$ cat config.mk
export PLATFORM = sky130hd
export DESIGN_NAME = ser2par_stream
export DESIGN_NICKNAME = d
export VERILOG_FILES = /design/src/rtl/ser2par_pkg.sv /design/src/rtl/ser2par_fifo.sv /design/src/rtl/ser2par_stream.sv
export SDC_FILE = /design/constraint.sdc
export NUM_CORES = 1
export LEC_CHECK = 0
export ABC_CLOCK_PERIOD_IN_PS = 2300
export CORE_AREA = 2 2 73 75
export DETAILED_ROUTE_END_ITERATION = 10
export DIE_AREA = 0 0 75 77
export PLACE_DENSITY = 0.74
export SETUP_SLACK_MARGIN = 0.5
export SYNTH_ARGS = -nofsm -noshare
export SYNTH_HDL_FRONTEND = slang
export SYNTH_SLANG_ARGS = --single-unit
$ cat constraint.sdc
create_clock -name clk -period 2.3 [get_ports clk]
set_input_delay 0.345 -clock clk [delete_from_list [all_inputs] [get_ports clk]]
set_output_delay 0.345 -clock clk [all_outputs]
set_load 0.1 [all_outputs]
$ cat src/rtl/ser2par_pkg.sv
// ser2par_pkg: shared state encoding, default sizes and index-width helper for ser2par_stream.
package ser2par_pkg;
  typedef enum logic {ST_RUN, ST_HUNT} state_t;
  localparam int DEF_WORD_SIZE = 8;
  localparam int DEF_FIFO_DEPTH = 4;
  function automatic int idx_w(input int n);
    return (n > 2) ? $clog2(n) : 1;
  endfunction
endpackage

$ cat src/rtl/ser2par_fifo.sv
// ser2par_fifo: synchronous word FIFO; a push into a full FIFO is taken only alongside a pop.
module ser2par_fifo
  import ser2par_pkg::*;
#(
  parameter int W     = 8,
  parameter int DEPTH = 4
) (
  input  logic                     clk,
  input  logic                     rst_n,
  input  logic                     i_push,
  input  logic                     i_pop,
  input  logic [W-1:0]             i_data,
  output logic [W-1:0]             o_data,
  output logic [$clog2(DEPTH):0]   o_level,
  output logic                     o_full,
  output logic                     o_empty
);
  localparam int PW = idx_w(DEPTH);
  localparam int LW = $clog2(DEPTH) + 1;
  logic [W-1:0]  r_mem [DEPTH];
  logic [PW-1:0] r_wr, r_rd;
  logic [LW-1:0] r_level;
  logic          w_push, w_pop;
  assign o_empty = r_level == '0;
  assign o_full  = r_level == LW'(DEPTH);
  assign w_pop   = i_pop & ~o_empty;
  assign w_push  = i_push & (~o_full | w_pop);
  assign o_level = r_level;
  assign o_data  = o_empty ? '0 : r_mem[r_rd];
  always_ff @(posedge clk or negedge rst_n) begin
    if (!rst_n) begin
      r_wr    <= '0;
      r_rd    <= '0;
      r_level <= '0;
    end else begin
      if (w_push) r_wr <= r_wr + 1'b1;
      if (w_pop) r_rd <= r_rd + 1'b1;
      r_level <= r_level + LW'(w_push) - LW'(w_pop);
    end
  end
  always_ff @(posedge clk) begin
    if (w_push) r_mem[r_wr] <= i_data;
  end
endmodule

$ cat src/rtl/ser2par_stream.sv
// ser2par_stream: qualified serial-to-parallel deserialiser with framing checks, resync and output FIFO.
module ser2par_stream
  import ser2par_pkg::*;
#(
  parameter int WORD_SIZE  = DEF_WORD_SIZE,
  parameter int FIFO_DEPTH = DEF_FIFO_DEPTH
) (
  input  logic                          clk,
  input  logic                          reset,
  input  logic                          in_valid,
  input  logic                          serial_in,
  input  logic                          lsb_in,
  input  logic                          msb_first,
  output logic [WORD_SIZE-1:0]          out_data,
  output logic                          out_valid,
  input  logic                          out_ready,
  output logic [$clog2(FIFO_DEPTH):0]   fifo_level,
  output logic                          frame_err,
  output logic                          overflow
);
  localparam int CW = idx_w(WORD_SIZE);
  localparam logic [CW-1:0] LAST = CW'(WORD_SIZE - 1);
  state_t               r_state, w_state_nxt;
  logic [CW-1:0]        r_cnt, w_cnt_nxt;
  logic [WORD_SIZE-1:0] r_shift, w_shift_nxt;
  logic                 r_msb, r_frame_err, r_overflow;
  logic                 w_mode, w_push, w_ferr, w_full, w_empty;
  // Mode comes straight from the pin on a word's first bit, then from the latch.
  assign w_mode      = (r_cnt == '0) ? msb_first : r_msb;
  assign w_shift_nxt = w_mode ? {r_shift[WORD_SIZE-2:0], serial_in}
                              : {serial_in, r_shift[WORD_SIZE-1:1]};
  always_comb begin
    w_state_nxt = r_state;
    w_cnt_nxt   = r_cnt;
    w_push      = 1'b0;
    w_ferr      = 1'b0;
    if (in_valid) begin
      if (r_state == ST_HUNT) begin
        w_state_nxt = lsb_in ? ST_RUN : ST_HUNT;
      end else if (lsb_in) begin
        w_cnt_nxt = '0;
        w_push    = r_cnt == LAST;
        w_ferr    = r_cnt != LAST;
      end else if (r_cnt == LAST) begin
        w_cnt_nxt   = '0;
        w_ferr      = 1'b1;
        w_state_nxt = ST_HUNT;
      end else begin
        w_cnt_nxt = r_cnt + 1'b1;
      end
    end
  end
  always_ff @(posedge clk or negedge reset) begin
    if (!reset) r_state <= ST_RUN;
    else r_state <= w_state_nxt;
  end
  always_ff @(posedge clk or negedge reset) begin
    if (!reset) begin
      r_cnt       <= '0;
      r_shift     <= '0;
      r_msb       <= 1'b0;
      r_frame_err <= 1'b0;
      r_overflow  <= 1'b0;
    end else begin
      r_cnt       <= w_cnt_nxt;
      r_frame_err <= w_ferr;
      r_overflow  <= w_push & w_full & ~(out_ready & ~w_empty);
      if (in_valid && r_state == ST_RUN) begin
        r_shift <= w_shift_nxt;
        if (r_cnt == '0) r_msb <= msb_first;
      end
    end
  end
  ser2par_fifo #(.W(WORD_SIZE), .DEPTH(FIFO_DEPTH)) u_fifo (
    .clk    (clk),
    .rst_n  (reset),
    .i_push (w_push),
    .i_pop  (out_ready),
    .i_data (w_shift_nxt),
    .o_data (out_data),
    .o_level(fifo_level),
    .o_full (w_full),
    .o_empty(w_empty)
  );
  assign out_valid = ~w_empty;
  assign frame_err = r_frame_err;
  assign overflow  = r_overflow;
endmodule

# ---- Word-level counts from Yosys, hierarchy flattened
# Memory sizes are Yosys's and may differ from the RTL's.
# Cells that the tools add are included.
dict set report classes {
  n_addsub 5
  eq_ne 3
  n_mux 17
  n_bitwise 9
  reduce_logical 4
}
# op count
set ops {}
lappend ops {{2-to-1 mux 8 bit} 2}
lappend ops {{2-to-1 mux 1 bit} 13}
lappend ops {{equality test 3 bit, second input constant} 2}
lappend ops {{zero test 3 bit} 2}
lappend ops {{2-to-1 mux 3 bit} 2}
lappend ops {{adder 2 x 1 -> 2 bit, second input constant} 2}
lappend ops {{AND 1 bit} 4}
lappend ops {{NOT 1 bit} 4}
lappend ops {{adder 3 x 1 -> 3 bit} 1}
lappend ops {{adder 3 x 1 -> 3 bit, second input constant} 1}
lappend ops {{!= test 3 bit, second input constant} 1}
lappend ops {{subtractor 3 x 1 -> 3 bit} 1}
lappend ops {{AND reduction 2 bit} 1}
lappend ops {{logical AND 1 bit} 1}
lappend ops {{OR 1 bit} 1}
dict set report totals {
  reg_bits 22
  ram_bits 32
  inputBits 7
  out_inout_bits 14
  n_memories 1
}
# name depth width read_ports rd_clocked_by_memory_dff wr line
set memory_table {}
lappend memory_table {u_fifo.r_mem 4 8 1 0 1 ser2par_fifo.sv:20} ;# logic [W-1:0] r_mem [DEPTH];

# ---- Logic depth before layout (Yosys ltp)
# Gate-level depths: netlist (run 1).
dict set report depth {
  depth_word 7
  ltp_mapped 9
  mapped_depth_nobuf 9
}

# ---- Modules after synthesis
# A second synthesis (run 1) with hierarchy kept.
dict set report unflattened {
  cells_unflattened 179
  area_unflattened_um2 2561.2
}
# module n_inst cells_per_inst area_each_um2
set modules_own_cells {}
lappend modules_own_cells {ser2par_fifo 1 88 1640.3}
lappend modules_own_cells {ser2par_stream 1 91 920.9}

# ---- Least setup slack after synthesis (run 1)
# No wires, ideal clock.
dict set report synth_path {
  path_type {register to output}
  startpoint {register u_fifo.r_level[1] (netlist: u_fifo.o_level[1])}
  endpoint {output port out_data[0]}
  arrival_time_ns 3.062
  path_slack_ns -1.107
  path_stages_with_launch 4
  n_path_buf 1
  cell_sequence {dfrtp_1 -> or3_1 -> clkbuf_1 -> and2_1}
}
dict set report synth_via {
  elab_chain_len 2
}
# item line
set synth_lines {}
lappend synth_lines {{start: declaration} ser2par_fifo.sv:22} ;# logic [LW-1:0] r_level;
lappend synth_lines {{start signal: assignment} ser2par_fifo.sv:38} ;# r_level <= r_level + LW'(w_push) - LW'(w_pop);
lappend synth_lines {{zero test 3 bit} ser2par_fifo.sv:24} ;# assign o_empty = r_level == '0;
lappend synth_lines {{2-to-1 mux 8 bit} ser2par_fifo.sv:29} ;# assign o_data = o_empty ? '0 : r_mem[r_rd];
lappend synth_lines {{end: declaration} ser2par_stream.sv:14} ;# output logic [WORD_SIZE-1:0] out_data,
# No other way between the ends.

# ---- Worst setup path in the final report (run 1)
dict set report layout_path {
  startpoint {register u_fifo.r_level[1] (netlist: u_fifo.o_level[1])}
  endpoint {register u_fifo.r_level[2] (netlist: u_fifo.o_level[2])}
}
dict set report layout_via {
  elab_chain_len 7
}
# item line
set layout_lines {}
lappend layout_lines {{zero test 3 bit} ser2par_fifo.sv:24}
lappend layout_lines {{NOT 1 bit} ser2par_fifo.sv:26} ;# assign w_pop = i_pop & ~o_empty;
lappend layout_lines {{AND 1 bit} ser2par_fifo.sv:26}
lappend layout_lines {{OR 1 bit} ser2par_fifo.sv:27} ;# assign w_push = i_push & (~o_full | w_pop);
lappend layout_lines {{AND 1 bit} ser2par_fifo.sv:27}
lappend layout_lines {{adder 3 x 1 -> 3 bit} ser2par_fifo.sv:38}
lappend layout_lines {{subtractor 3 x 1 -> 3 bit (*)} ser2par_fifo.sv:38}
# Mark *: on every way between the ends. The rest lies on a longest branch, timed or not.
# A chain may end at the register's enable or synchronous reset.

==> results of run 1 <==
## synthesized netlist by cell type (2+ instances only)
master	n
xnor2_1	4
dfrtp_1	22
edfxtp_1	32
buf_2	3
mux2_2	9
and2_1	13
nand2_1	19
buf_6	2
inv_1	9
o21ai_0	2
clkbuf_1	4
mux4_2	8
ha_1	11
o2111ai_1	8
o211ai_1	8
## metrics by stage
step / utilization / cells
after global routing: 0.658 / 283
after global placement: 0.596 / 263
after detailed placement: 0.596 / 263
after CTS: 0.634 / 278
final: 0.658 / 283
after floorplan: - / 174
## cell families (layout without fill, tap and decap cells)
group,after synthesis,count (layout)
flops,54,54
compound gates,22,23
mux,18,18
buf+inv,20,58
xor+xnor,5,5
fa+ha+maj,12,12
simple gates,43,43
## final cells by class
class	instances	area, sq um	share of cell area
Sequential cell	54	1520	0.464
Timing Repair Buffer	40	454	0.139
Clock buffer	8	80.1	0.0244
Inverter	10	42.5	0.0130
Tap cell	70	87.6	0.0267
Multi-Input combinational cell	101	1090	0.333
## path summary, 6_finish.rpt
path	depth (start not counted)	to	slack (ps)	from
max	9	u_fifo.o_level[2]	110	u_fifo.o_level[1]
min reg2reg	2	r_msb	500	r_msb
min in group clk	2	r_msb	500	r_msb
max in group asynchronous	2	r_shift[4]	1450	reset
max reg2reg	9	u_fifo.o_level[2]	110	u_fifo.o_level[1]
min	1	u_fifo.o_level[2]	320	reset
## routing by layer
layer  global-route usage  vias up
met4               0.0607        0
met2                0.295       35
met3               0.0434        8
li1                     -      717
met5                    0        -
met1                0.227      781
## flip-flops by register name (all words and copies together), names as in the netlist, 2 cells and up
register / flops
r_cnt: 3
r_shift: 8
u_fifo.o_level: 3
u_fifo.r_mem: 32
u_fifo.r_rd: 2
u_fifo.r_wr: 2
## what timing repair did
action / in CTS / in global routing
pin swaps: 4 / 3
gates resized for setup: 13 / 20
setup buffers: 7 / 4
setup endpoints to repair: 85 / 76
hold endpoints to repair: 0 / 0
cloned: 0 / 1
hold buffers: 0 / 0
==> metrics.yaml, run 1 <==
status: "completed"
cts_tree: "built"
fp.dieArea_sq_um: 5780
synthXorXnorAreaFrac: 0.0173
drive_gt1_frac: 0.432
cp_num_buf_inv: 2
hpwl_microns: 3120
cpPeakStageDelay_ps: 480
worstSetupPathType: "reg2reg"
final_cell_area_sq_um: 3280
yosysWarnings: 0
dieHeight_microns: 77
cp_top_family: "adder cells"
endpoint_kind: "flop"
design.portCount: 21
slew_violations: 0
synthArstFlopShare: 0.407
topRoutingLayerUsed: "met4"
setup_viol: 0
cts_made_buffers: 5
synthTopCellsByArea: "edfxtp_1 38%, dfrtp_1 22%, mux4_2 7.1%, ha_1 5.4%, mux2_2 4.0%"
wl_microns: 4650
fillers: 352
place.gp.congestion: 0.815
cts-root-buf: "clkbuf_8"
io_buffers: 20
hp-class: "in2async"
max_clock_freq_mhz: 458
dr_wl_met3_microns: 158
cp_cell_sequence: "or3_4, and2_4, ha_4, inv_4, ha_4, inv_2, fa_2, xnor2_2, xnor2_1"
layout.nets: 231
grt_pass1_vias: 1571
finalHoldViolations: 0
avgViaCountPerCell: 5.45
cap_violations: 0
synthFlopType: "edfxtp_1"
timing.setup.tns_ps: 0
diodes: 0
grt_max_degree: 18
netlist-cell-type-count: 35
synth-simple-area-share: 0.0975
drc_errors: 0
firstDrtPassIters: 4
crit_slowest_cell: "dfrtp_4"
synthToLayoutAreaGrowth_pct: 29.6
die_x_microns: 75
yosys.area_share.adder: 0.0623
critPathArrivalTime_ps: 2370
postPlaceCellArea_sq_um: 2970
worst_pin_slew_ps: 408
rsz0062_at_grt: "true"
synth_edf_count: 32
synth_cells: 174
initial_core_util: 0.508
mostFrequentLayoutCell: "edfxtp_1"
wl_per_cell_microns: 16.4
yosysSeqAreaShare: 0.598
synth_top_family_by_area: "multiplexers"
yosysTopAreaCellShare: 0.380
setup_slack_ps: 114
cp-start-kind: "flop"
ys_seq_elements: 54
grt.overflow.total: 0
drt-met1-wl_microns: 1930
muxShareOfSynthArea: 0.117
num_rows: 26
drt_iter0_markers: 67
final_cell_mix: "32 x edfxtp_1, 20 x buf_4, 19 x nand2_1, 19 x dfrtp_1, 10 x and2_4"
syn_nets: 193
synth_area_per_cell_sq_um: 14.5
hold_ws_ps: 321
yosys.area.top_type: "edfxtp_1"
cts_num_sinks: 54
coreArea_sq_um: 4980
met2_wirelength_microns: 2480
ant_nets: 0
pre_cts_slack_ps: 60.5
fin_skew_ps: 11.5
cts_buffer_depth: 2
period_share: 0.950
required_ps: 2490
relSlewSlack: 0.728
critPathMaxFanout: 2
syn_area_sq_um: 2530
grt_pass1_wl_microns: 7680
h-tree-depth: 2
vias: 1541
crit_path_frequent_cell: "ha_4"
clk_pin_slew_ps: 90
antenna_found_initial: 0
clk_latency_ps: 300
synth_compound_area_frac: 0.0663
grt_usage: 0.179
fin_crit_ps: 2190
Power of run 1 is left out: the tool's default activity adds up to more than one toggle a clock period on the data nets, which glitch-free logic cannot reach.
==> run 2, diff against run 1 <==
Settings changed: CORE_AREA 2 2 73 75 to 3 3 74 76, DIE_AREA 0 0 75 77 to 0 0 77 79.
==> metrics.yaml, run 2 (synthesis gave the netlist of run 1 again) <==
status: "completed"
fin_skew_ps: 5.57  # -5.91 ps
drive_gt1_frac: 0.411  # -0.0213
grt_pass1_wl_microns: 7710  # +0.36%
ant_nets: 0  # unchanged
final_cell_area_sq_um: 3200  # -2.3%
slew_violations: 0  # unchanged
worst_pin_slew_ps: 696  # +288 ps
mostFrequentLayoutCell: "edfxtp_1"
place.gp.congestion: 0.852  # +4.5%
top_register: "u_fifo.r_mem"
drc_errors: 0  # unchanged
required_ps: 2490  # about the same
ff2ff_setup_slack_ps: 120  # about the same
coreArea_sq_um: 4790  # -3.8%
antenna_found_initial: 0  # unchanged
design.portCount: 21  # unchanged
wl_microns: 4630  # -0.32%
period_share: 0.948  # -0.00219
relSlewSlack: 0.535  # -0.193
cp-start-kind: "flop"
grt_max_degree: 18  # unchanged
wl_per_cell_microns: 16.9  # +3.0%
avgViaCountPerCell: 5.40  # -0.87%
grt_pass1_vias: 1565  # -0.38%
die_x_microns: 77  # +2.7%
reg2regPathDepth: 9  # unchanged
max_clock_freq_mhz: 459  # +0.23%
h-tree-depth: 2  # unchanged
dieHeight_microns: 79  # +2.6%
hp-class: "in2async"
finalHoldViolations: 0  # unchanged
cap_violations: 0  # unchanged
fin_crit_ps: 2180  # -5.04 ps
hpwl_microns: 3180  # +2.0%
cts-root-buf: "clkbuf_8"
io_buffers: 20  # unchanged
synthToLayoutAreaGrowth_pct: 26.7
clk_pin_slew_ps: 90  # about the same
grt.overflow.total: 0  # unchanged
endpoint_kind: "flop"
num_rows: 25  # -3.8%
grt_usage: 0.163  # -0.0151
timing.rr.end: "u_fifo.o_level[2]"
reg2reg_from: "u_fifo.o_level[1]"
layout.nets: 225  # -2.6%
final_cell_mix: "32 x edfxtp_1, 19 x nand2_1, 19 x dfrtp_1"
rsz0062_at_grt: "true"
fin_util: 0.669  # +0.0109
drt_iter0_markers: 137  # +100%
critPathMaxFanout: 2  # unchanged
top_regs: "u_fifo.r_mem: 32 flops, r_shift: 8 flops"
worstSetupPathType: "reg2reg"
clk_latency_ps: 300  # about the same
cts_made_buffers: 5  # unchanged
vias: 1479  # -4.0%
cts_tree: "built"
cts_buffer_depth: 2  # unchanged
diodes: 0  # unchanged
largest_reg_flops: 32  # unchanged
cts_num_sinks: 54  # unchanged
firstDrtPassIters: 4  # unchanged
critPathArrivalTime_ps: 2370  # about the same
hold_ws_ps: 461  # +140 ps
postPlaceCellArea_sq_um: 2960  # -0.13%
fp.dieArea_sq_um: 6080  # +5.3%
initial_core_util: 0.528  # +0.0203
setup_viol: 0  # unchanged
[run 2: changes by cell type in the layout (fill, tap and decap cells not counted), moves of 2 or more]
cell and change:
bufinv_16 +2, clkbuf_1 -3, ha_2 +3, ha_4 -4, inv_1 +2, buf_6 -3
buf_4 -3, and2_2 -3, inv_4 -2, mux2_4 -7, mux2_2 +7, and2_4 +3
[run 2: cell type report]
| cell class | count | area [sq um] |
|---|---|---|
| Clock buffer | 5 | 68.8 |
| Multi-Input combinational cell | 101 | 1020 |
| Tap cell | 67 | 83.8 |
| Sequential cell | 54 | 1520 |
| Inverter | 10 | 37.5 |
| Timing Repair Buffer | 34 | 408 |
| Fill cell | 351 | 1580 |
| Clock inverter | 3 | 63.8 |
[run 2: timing repair]
action / 4_1_cts / 5_1_grt
pin swaps: 2 / 11
endpoints found under the setup margin: 85 / 52
setup buffers: 3 / 1
gates resized for setup: 7 / 7
hold buffers: 0 / 0
gates cloned: 0 / 2
[run 2: worst max path at each step]
stage	cells after the start	slack (ps)	startpoint	endpoint
after floorplan	9	-30	u_fifo.o_level[1]	u_fifo.o_level[2]
after global placement	8	110	lsb_in	u_fifo.o_level[2]
after detailed placement	8	30	lsb_in	u_fifo.o_level[2]
after CTS	9	120	u_fifo.o_level[1]	u_fifo.o_level[2]
after global routing	9	70	u_fifo.o_level[1]	u_fifo.o_level[2]
final	9	120	u_fifo.o_level[1]	u_fifo.o_level[2]
[run 2: per-stage QoR]
stage / setup WS (ps) / TNS [ps] / cells
4_1_cts: 116 / 0 / 271
3_5_place_dp: 34.7 / 0 / 260
2_1_floorplan: -33.1 / -33.1 / 174
3_3_place_gp: 114 / 0 / 260
6_report: 120 / 0 / 274
5_1_grt: 71.5 / 0 / 274
[run 2: routing by layer]
metal  track usage  share of wire  vias to the layer above
met2         0.280           0.52                       35
met1         0.209           0.42                      741
li1              -              -                      701
met3        0.0351          0.043                        2
met5             0              0                        -
met4        0.0534         0.0086                        0
[run 2: critical path: stages (launching register included)]
cell and delay (ps):
dfrtp_4 480, or3_4 400, and2_4 160, ha_4 210, inv_2 60, ha_4 120
inv_2 40, fa_2 350, xnor2_2 140, xnor2_1 130
Power of run 2 is left out for the same reason.
==> run 3, diff against run 2 <==
Settings changed: GPL_TIMING_DRIVEN set to 0.
==> metrics.yaml, run 3 (synthesis gave the netlist of run 1 again) <==
startpoint: "u_fifo.o_level[1]"
relSlewSlack: 0.317  # -0.218
hpwl_microns: 3010  # -5.2%
firstDrtPassIters: 4  # unchanged
critPathMaxFanout: 2  # unchanged
met3_usage: 0.0272  # -0.00794
cp-start-kind: "flop"
fp.dieArea_sq_um: 6080  # unchanged
status: "completed"
hp-class: "reg2reg"
p_switching_mw: 2.11
cap_violations: 0  # unchanged
cts_made_buffers: 5  # unchanged
io_buffers: 20  # unchanged
required_ps: 2490  # about the same
antenna_found_initial: 0  # unchanged
fin_crit_ps: 2170  # -9.42 ps
dieHeight_microns: 79  # unchanged
worstSetupPathType: "reg2reg"
slew_violations: 0  # unchanged
num_rows: 25  # unchanged
met1_usage: 0.200  # -0.00884
power_mw: 4.92
wl_microns: 4750  # +2.5%
peakVddDrop_mv: 0.802
setup_viol: 0  # unchanged
ant_nets: 0  # unchanged
cts-root-buf: "clkbuf_8"
initial_core_util: 0.528  # unchanged
grt_pass1_vias: 1568  # +0.19%
mostFrequentLayoutCell: "edfxtp_1"
period_share: 0.944  # -0.00410
cts_tree: "built"
top_register: "u_fifo.r_mem"
worst_pin_slew_ps: 1020  # +325 ps
clk_latency_ps: 300  # about the same
clk_pin_slew_ps: 90  # about the same
design.portCount: 21  # unchanged
leakage_nw: 1.34
grt_max_degree: 23  # +5
top_usage_layer: "met2"
pwr-share-clk: 0.109
synthToLayoutAreaGrowth_pct: 33.4
vias: 1551  # +4.9%
top_regs: "u_fifo.r_mem: 32 flops, r_shift: 8 flops"
pre_cts_slack_ps: -368  # -403 ps
ctsHoldBuffers: 0  # unchanged
max_clock_freq_mhz: 461  # +0.43%
cts_buffer_depth: 2  # unchanged
p_comb_frac: 0.599
fin_skew_ps: 4.58  # -0.995 ps
layout.nets: 238  # +5.8%
p_sw_frac: 0.429
endpoint_kind: "flop"
final_cell_mix: "32 x edfxtp_1, 19 x nand2_1, 18 x dfrtp_1"
intPower_mw: 2.81
drive_gt1_frac: 0.455  # +0.0439
place.gp.congestion: 0.841  # -1.2%
avgViaCountPerCell: 5.40  # +0.12%
die_x_microns: 77  # unchanged
h-tree-depth: 2  # unchanged
coreArea_sq_um: 4790  # unchanged
drt_iter0_markers: 97  # -29%
diodes: 0  # unchanged
grt_pass1_wl_microns: 7670  # -0.54%
wl_per_cell_microns: 16.5  # -2.1%
largest_reg_flops: 32  # unchanged
powerDensity_nw_per_um2: 1460
setup_slack_ps: 129  # +9.42 ps
finalHoldViolations: 0  # unchanged
worstHoldStart: "r_msb"
reg2reg_from: "u_fifo.o_level[1]"
grt_usage: 0.163  # -0.000916
drc_errors: 0  # unchanged
critPathArrivalTime_ps: 2360  # about the same
rsz0062_at_grt: "true"
power_frac_seq: 0.292
cts_num_sinks: 54  # unchanged
grtUsageMet2: 0.287  # +0.00784
grt.overflow.total: 0  # unchanged
==> run 3: layer usage <==
layer,up-vias,wire (microns)
met5,-,0
met4,0,67
met3,7,153
met2,36,2600
met1,782,1930
li1,726,-
==> run 3: cell type report <==
| type | instances | area (sq um) |
|---|---|---|
| Fill cell | 314 | 1410 |
| Tap cell | 67 | 83.8 |
| Multi-Input combinational cell | 100 | 1060 |
| Buffer | 10 | 95.1 |
| Clock buffer | 6 | 82.6 |
| Timing Repair Buffer | 38 | 480 |
| Clock inverter | 2 | 11.3 |
| Inverter | 10 | 40.0 |
| Sequential cell | 54 | 1520 |
==> run 3: worst max-delay path, stage by stage, from the launching register on <==
cell	delay [ps]
dfrtp_4	480
or3_4	390
and2_4	160
ha_4	200
inv_2	60
ha_4	110
inv_2	30
fa_2	350
xnor2_2	150
xnor2_1	120
==> run 3: what timing repair did <==
item | in CTS | in global routing
gates cloned | 0 | 2
buffers inserted | 11 | 5
resized for setup | 101 | 27
endpoints found under the setup margin | 81 | 86
pin swaps | 4 | 10
==> run 3: power by group through the flow <==
stage / registers (mW) / logic (mW) / clock network [mW]
6_report: 1.43 / 2.94 / 0.536
5_1_grt: 1.46 / 3.10 / 0.593
3_5_place_dp: 1.45 / 2.34 / 0
2_1_floorplan: 1.62 / 1.69 / 0
4_1_cts: 1.41 / 2.57 / 0.546
3_3_place_gp: 1.43 / 2.28 / 0
==> run 3: path summary, 6_finish.rpt <==
path                                     endpoint  slack [ps]  cells past startpoint
worst max-delay path            u_fifo.o_level[2]         130                      9
worst min-delay path                        r_msb         520                      2
worst max register to register  u_fifo.o_level[2]         130                      9
worst min register to register              r_msb         520                      2
max in group asynchronous       u_fifo.o_level[2]         970                      1
min in group asynchronous                 r_state         600                      1
==> run 3: per-stage QoR <==
stage / instance area (sq um) / utilization / hold slack [ps] / TNS, ps / cells
6_report: 3370 / 0.705 / 523 / 0 / 287
5_1_grt: 3370 / 0.705 / 557 / 0 / 287
4_1_cts: 3180 / 0.664 / 515 / 0 / 280
3_5_place_dp: 2890 / 0.604 / 495 / -3630 / 261
3_3_place_gp: 2890 / 0.604 / 477 / -3230 / 261
2_1_floorplan: 2610 / - / 49.4 / -33.1 / 174
Power figures use the tool's default switching activity.
